$ cat src/rtl/regfile_wb_arbiter.sv
// regfile_wb_arbiter: write-back arbiter and load scoreboard for the RV32
// register file. Grants ALU or LSU onto the single write port through a
// registered write stage, tracks pending load destinations and raises a
// decode RAW stall.
// Optional feature: define WBARB_ROUND_ROBIN_EN for alternating grants
// under contention (default build is fixed priority, LSU wins).
module regfile_wb_arbiter #(
  parameter int XLEN = 32,
  parameter int AW   = 5
) (
  input  logic              CLK,
  input  logic              RST,
  input  logic              ALU_VALID,
  input  logic [AW-1:0]     ALU_RD,
  input  logic [XLEN-1:0]   ALU_DATA,
  output logic              ALU_READY,
  input  logic              LSU_VALID,
  input  logic [AW-1:0]     LSU_RD,
  input  logic [XLEN-1:0]   LSU_DATA,
  output logic              LSU_READY,
  input  logic              ISSUE_LD,
  input  logic [AW-1:0]     ISSUE_RD,
  output logic              ISSUE_READY,
  input  logic [AW-1:0]     A1,
  input  logic [AW-1:0]     A2,
  output logic              STALL,
  output logic              EN,
  output logic [AW-1:0]     A3,
  output logic [XLEN-1:0]   WD3,
  output logic [2**AW-1:0]  BUSY,
  output logic              ERR
);

  typedef struct packed {
    logic            en;
    logic [AW-1:0]   rd;
    logic [XLEN-1:0] data;
  } wb_t;

  wb_t              wb_req, wb_q;
  logic             alu_gnt, lsu_gnt, xfer, issue_acc;
  logic [2**AW-1:0] busy_q, busy_nxt;
  logic             err_q;

`ifdef WBARB_ROUND_ROBIN_EN
  // rr_alu=1 means the ALU is preferred on the next contended cycle
  logic rr_alu;

  // Preferred requester wins a tie; a lone requester always wins
  always_comb begin
    lsu_gnt = LSU_VALID && !(ALU_VALID && rr_alu);
    alu_gnt = ALU_VALID && !(LSU_VALID && !rr_alu);
  end

  // Hand preference to the other side after every transfer
  always_ff @(posedge CLK or posedge RST) begin
    if (RST)          rr_alu <= 1'b0;
    else if (lsu_gnt) rr_alu <= 1'b1;
    else if (alu_gnt) rr_alu <= 1'b0;
  end
`else
  // Fixed priority: LSU always wins, ALU may starve
  always_comb begin
    lsu_gnt = LSU_VALID;
    alu_gnt = ALU_VALID && !LSU_VALID;
  end
`endif

  assign xfer      = lsu_gnt | alu_gnt;
  assign LSU_READY = lsu_gnt;
  assign ALU_READY = alu_gnt;

  // Mux the granted requester; x0 targets are acknowledged but never written
  always_comb begin
    wb_req.rd   = lsu_gnt ? LSU_RD   : ALU_RD;
    wb_req.data = lsu_gnt ? LSU_DATA : ALU_DATA;
    wb_req.en   = xfer && (wb_req.rd != '0);
  end

  // Write stage: address/data hold when nothing is written
  always_ff @(posedge CLK or posedge RST) begin
    if (RST) begin
      wb_q <= '0;
    end else begin
      wb_q.en <= wb_req.en;
      if (wb_req.en) begin
        wb_q.rd   <= wb_req.rd;
        wb_q.data <= wb_req.data;
      end
    end
  end

  assign EN  = wb_q.en;
  assign A3  = wb_q.rd;
  assign WD3 = wb_q.data;

  assign ISSUE_READY = (ISSUE_RD == '0) || !busy_q[ISSUE_RD];
  assign issue_acc   = ISSUE_LD && ISSUE_READY && (ISSUE_RD != '0);

  // Scoreboard next state: clear on load return, set on load issue
  always_comb begin
    busy_nxt = busy_q;
    if (lsu_gnt)   busy_nxt[LSU_RD]   = 1'b0;
    if (issue_acc) busy_nxt[ISSUE_RD] = 1'b1;
    busy_nxt[0] = 1'b0;
  end

  // Scoreboard and sticky error for a return to a register with no pending load
  always_ff @(posedge CLK or posedge RST) begin
    if (RST) begin
      busy_q <= '0;
      err_q  <= 1'b0;
    end else begin
      busy_q <= busy_nxt;
      if (lsu_gnt && (LSU_RD != '0) && !busy_q[LSU_RD]) err_q <= 1'b1;
    end
  end

  assign BUSY = busy_q;
  assign ERR  = err_q;

  // RAW stall: pending load, or a write in flight the regfile cannot yet return
  assign STALL = ((A1 != '0) && (busy_q[A1] || (wb_q.en && wb_q.rd == A1))) ||
                 ((A2 != '0) && (busy_q[A2] || (wb_q.en && wb_q.rd == A2)));

endmodule

$ cat config.mk
export PLATFORM = sky130hd
export DESIGN_NAME = regfile_wb_arbiter
export DESIGN_NICKNAME = d
export VERILOG_FILES = /design/src/rtl/regfile_wb_arbiter.sv
export SDC_FILE = /design/constraint.sdc
export NUM_CORES = 1
export LEC_CHECK = 0
export ABC_CLOCK_PERIOD_IN_PS = 2500
export CELL_PAD_IN_SITES_DETAIL_PLACEMENT = 1
export CELL_PAD_IN_SITES_GLOBAL_PLACEMENT = 1
export CORE_MARGIN = 8
export CORE_UTILIZATION = 30
export DETAILED_ROUTE_END_ITERATION = 8
export PLACE_DENSITY_LB_ADDON = 0.1
export SETUP_SLACK_MARGIN = 0.05
export SYNTH_ARGS = -nofsm -noshare
export SYNTH_HDL_FRONTEND = slang
export SYNTH_SLANG_ARGS = --single-unit
$ cat constraint.sdc
create_clock -name CLK -period 2.5 [get_ports CLK]
set_input_delay 0.5 -clock CLK [delete_from_list [all_inputs] [get_ports CLK]]
set_output_delay 0.5 -clock CLK [all_outputs]
set_load 0.01 [all_outputs]
; ---- Word level (Yosys, flattened, before mapping)
; Cells that the tools add are included.
[word_totals]
ff_bits = 70
latchBits = 0
mem_bits_rw = 0
romBits = 0
in_bits = 94
wordCells = 58
mem_count = 0
[classes]
addsub = 0
multipliers = 0
div = 0
order_cmp = 6
eq_ne = 2
shifts = 0
n_mux = 16
bitwise_logic = 4
reduce_logical = 25
[ops]
columns = op, count
row1 = 2-to-1 mux 32 bit, 3
row2 = bitwise AND 32 bit, 1
row3 = NOT 32 bit, 1
row4 = bitwise OR 32 bit, 1
row5 = nonzero test 5 bit, 5
row6 = less-than comparator 5 x 6 -> 1 bit (second input constant), 4
row7 = binary-select mux 1 bit (select 5 bit), 4
row8 = logical AND 1 bit, 12
row9 = demux 1 bit (select 5 bit), 2
row10 = equality test 5 bit, 2
row11 = greater-or-equal comparator 5 x 1 -> 1 bit (second input constant), 2
row12 = 2-to-1 mux 1 bit, 6
row13 = logical NOT 5 bit, 1
row14 = 2-to-1 mux 5 bit, 1
row15 = logical OR 1 bit, 4
row16 = logical NOT 1 bit, 3
row17 = bitwise OR 1 bit, 1

; ---- Longest topological paths before layout
[depth]
word_depth = 9
ltp_mapped = 10
depth_no_buf = 6

; ---- Least setup slack after synthesis
; Ideal clock, no wire load.
[synth_timing]
path_type = input-to-output
startpoint = in ISSUE_RD[1]
endpoint = out ISSUE_READY
t_arrival_ns = 2.108
t_required_ns = 2.000
slack_ns = -0.108
cell_stages = 5
n_path_buf = 1
cell_sequence = clkbuf_1 > mux4_2 > a32oi_1 > o211ai_2 > a2111oi_0
[synth_via]
elab_chain_len = 4
elab_cells_between_ends = 5
cone_classes = mux (2) / reduce/logical (3)
[synth_lines]
columns = item, line
row1 = from (decl), 22  ; input logic [AW-1:0] ISSUE_RD,
row2 = binary-select mux 1 bit (select 5 bit), 97  ; assign ISSUE_READY = (ISSUE_RD == '0) || !busy_q[ISSUE_RD];
row3 = 2-to-1 mux 1 bit (not written as such), 97
row4 = logical NOT 1 bit, 97
row5 = logical OR 1 bit *, 97
row6 = to (decl), 23  ; output logic ISSUE_READY,
; Mark *: on every way between the ends. The rest lies on a longest branch, timed or not. The select of a mux whose other input is x is not followed.

; ---- Final worst setup path
[layout_timing]
startpoint = reg busy_q[12] (netlist: BUSY[12])
endpoint = out STALL
[layout_via]
elab_chain_len = 5
elab_cells_between_ends = 9
cone_classes = mux (4) / reduce/logical (5)
[layout_lines]
columns = item, line
row1 = from (decl), 42  ; logic [2**AW-1:0] busy_q, busy_nxt;
row2 = from (signal assigned), 114  ; busy_q <= busy_nxt;
row3 = "binary-select mux 1 bit (select 5 bit), on equally long branches", "123, 124"
row4 = "2-to-1 mux 1 bit, on equally long branches", "123, 124"
row5 = "logical OR 1 bit, on equally long branches", "123, 124"
row6 = "logical AND 1 bit, on equally long branches", "123, 124"
row7 = logical OR 1 bit *, 123  ; assign STALL = ((A1 != '0) && (busy_q[A1] || (wb_q.en && wb_q.rd == A1))) ||
row8 = to (decl), 26  ; output logic STALL,
; Marked as above.

==> results.tsv <==
metric	value	unit
layout_common_cells	clkdlybuf4s50_1, buf_4, dfrtp_1, nor2_1, o21ai_0	
diodes	0	
max_stage_delay	510	ps
synth_top_area_share	0.408	
start_util	0.308	
setup_viol_count_final	2	
synth_edf_count	0	
synth_cells	406	
synth.distinct_cells	44	
synth_area_leaders	dfrtp_1, mux4_2, mux2i_1, o21ai_0, a21oi_1	
yosys_warnings	0	
power	0.00523	W
fp.dieH	136	microns
grt_max_degree	71	
grt.overflow.total	0	
syn_area_per_cell	10.6	sq um
cts_tree	done	
powerDensity	730	nW/um^2
num_rows	43	
gp_congestion	0.948	
yosysSeqAreaShare	0.408	
grt_pass1_wl	28.0	mm
synth_ff_type	dfrtp_1	
cts_max_path_buffers	2	
netlist_area	4290	sq um
setup.worst_path.class	reg -> out	
die-width	136	microns
met1_length	7.55	mm
root_buffer	clkbuf_16	
hold_class	reg -> reg	
core	13900	sq um
finalCritPeriodShare	1.11	
path_cells	mux4_2, mux4_2, o32ai_4, o21ai_2, buf_2	
wirelength	18.7	mm
cpMaxStageDelayCell	mux4_2	
worstPathRequired	2000	ps
skew	4.66	ps
antenna_found_initial	0	
route.met2.wl	9.46	mm
status	complete, but fails checks	
htree_levels	3	
multi_input_area	2410	sq um
routed_via_density	5.36	
maxCapViolCount	0	
crit_fanout	4	
dpl.hpwl	14.5	mm
port_buffers	167	
dr.pass1.iters	4	
finish.utilization	0.514	
seqCellArea	1760	sq um
wl_met3	1.32	mm
clk_pin_slew	50	ps
syn_nets	500	
rsz0062_at_grt	true	
cts.sinks	70	
vias	4413	
num-fill-cells	1507	
slew_violations	0	
finalHoldViolCount	0	
endpoint_kind	primary output	
drive_gt1_frac	0.253	
grt_pass1_vias	4724	
die_area	18400	sq um
drc	0	
ant_nets	0	
layout_min_cycle_time	2780	ps
grt_usage	0.202	
cp-start-kind	register	
peakVddDrop	0.437	mV
ys_ff_latch	70	
crit_arrival	2280	ps
ctsHoldBuffers	0	
clk_latency	340	ps
cts_buffers	9	
tightestPinTransition	538	ps
ys_async_sr_fraction	1.00	
yosysTopAreaCell	dfrtp_1	
p_leak	2.96	nW
drtIter0Drc	267	
layout_setup_ws	-282	ps
post_drt_wl_per_cell	22.7	microns
violations	negative setup slack	
fmax	360	MHz
areaGrowthSynthToFinish	66.8	%
final_nets	733	
layout_commonest_cell	clkdlybuf4s50_1	
maxSlewHeadroom	0.641	
cpMostUsedCell	mux4_2	
io_pins	169	
top_layer_used	met4	
-- final timing paths --
| path | startpoint | to | depth (start not counted) | slack (ps) |
|---|---|---|---|---|
| worst max-delay path | BUSY[12] | STALL | 5 | -280 |
| worst min-delay path | WD3[27] | WD3[27] | 2 | 520 |
| worst max register to register | BUSY[23] | BUSY[21] | 6 | 310 |
| worst min register to register | WD3[27] | WD3[27] | 2 | 520 |
| max in group asynchronous | RST | BUSY[12] | 3 | 1610 |
| min in group asynchronous | RST | WD3[28] | 3 | 560 |
-- metrics by stage --
stage | setup TNS, ps | hold WS (ps) | setup slack (ps) | area (sq um) | std cells
6_report | -366 | 522 | -282 | 7160 | 824
3_5_place_dp | -12040 | 518 | -1060 | 6720 | 803
4_1_cts | -514 | 529 | -295 | 7140 | 824
3_3_place_gp | -11190 | 507 | -1010 | 6720 | 803
2_1_floorplan | 0 | 503 | 54.7 | 4310 | 406
5_1_grt | -541 | 560 | -386 | 7160 | 824
-- layout make-up --
type | count | share of cell area
Clock buffer | 10 | 0.0320
Clock inverter | 6 | 0.0220
Sequential cell | 70 | 0.246
Tap cell | 180 | 0.0314
Inverter | 8 | 0.00419
Timing Repair Buffer | 252 | 0.328
Multi-Input combinational cell | 298 | 0.337
-- worst max-delay path: cells and delay by family, from the launching register on --
| kind | cells | cell delay [ps] |
|---|---|---|
| AO/OA/AOI/OAI | 2 | 350 |
| multiplexers | 2 | 980 |
| buffers and inverters | 1 | 140 |
| flip-flops | 1 | 460 |
-- power by group --
group          switching (W)  internal (W)
registers           0.000248       0.00134
clock network       0.000492       0.00118
logic               0.000831       0.00114
total                0.00157       0.00366
-- layer usage --
layer / GRT usage / vias up
li1: - / 1983
met1: 0.246 / 2230
met2: 0.338 / 172
met3: 0.0486 / 28
met4: 0.0734 / 0
met5: 0 / -
-- cells by family (layout without fill, tap and decap cells) --
group	Yosys count	after routing	synth area share
compound gates	117	117	0.149
xor+xnor	10	10	0.0204
buf+inv	38	276	0.0388
flops	70	70	0.408
mux	74	74	0.266
other cells	1	1	0.000873
simple gates	96	96	0.116
-- repair_timing --
| item | CTS | global route |
|---|---|---|
| gates resized for setup | 35 | 5 |
| buffers inserted | 5 | 0 |
| endpoints found under the setup margin | 25 | 2 |
| gates cloned | 0 | 0 |
| pin swaps | 4 | 2 |
| hold endpoints to repair | 0 | 0 |
-- synthesized netlist by cell type (3+ instances only) --
cell and n:
nor2b_1 3, buf_2 4, or3_1 4, nand2_1 8, mux2i_1 40, nand3b_1 5, o21ai_0 42, mux4_2 28
mux2_2 3, inv_1 8, clkbuf_1 18, mux4_1 3, nand3_1 10, a21oi_1 38, nor2_1 46, dfrtp_1 70
buf_1 4, nor4_1 3, or3_4 4, buf_4 3, nand2b_1 3, o21ai_1 23, or3b_2 3, xor2_1 8
-- flip-flops by register name, indices dropped and copies added, names as in the netlist --
name and cells:
WD3 32, BUSY 31, A3 5, EN 1, ERR 1
Power figures use the tool's default switching activity.
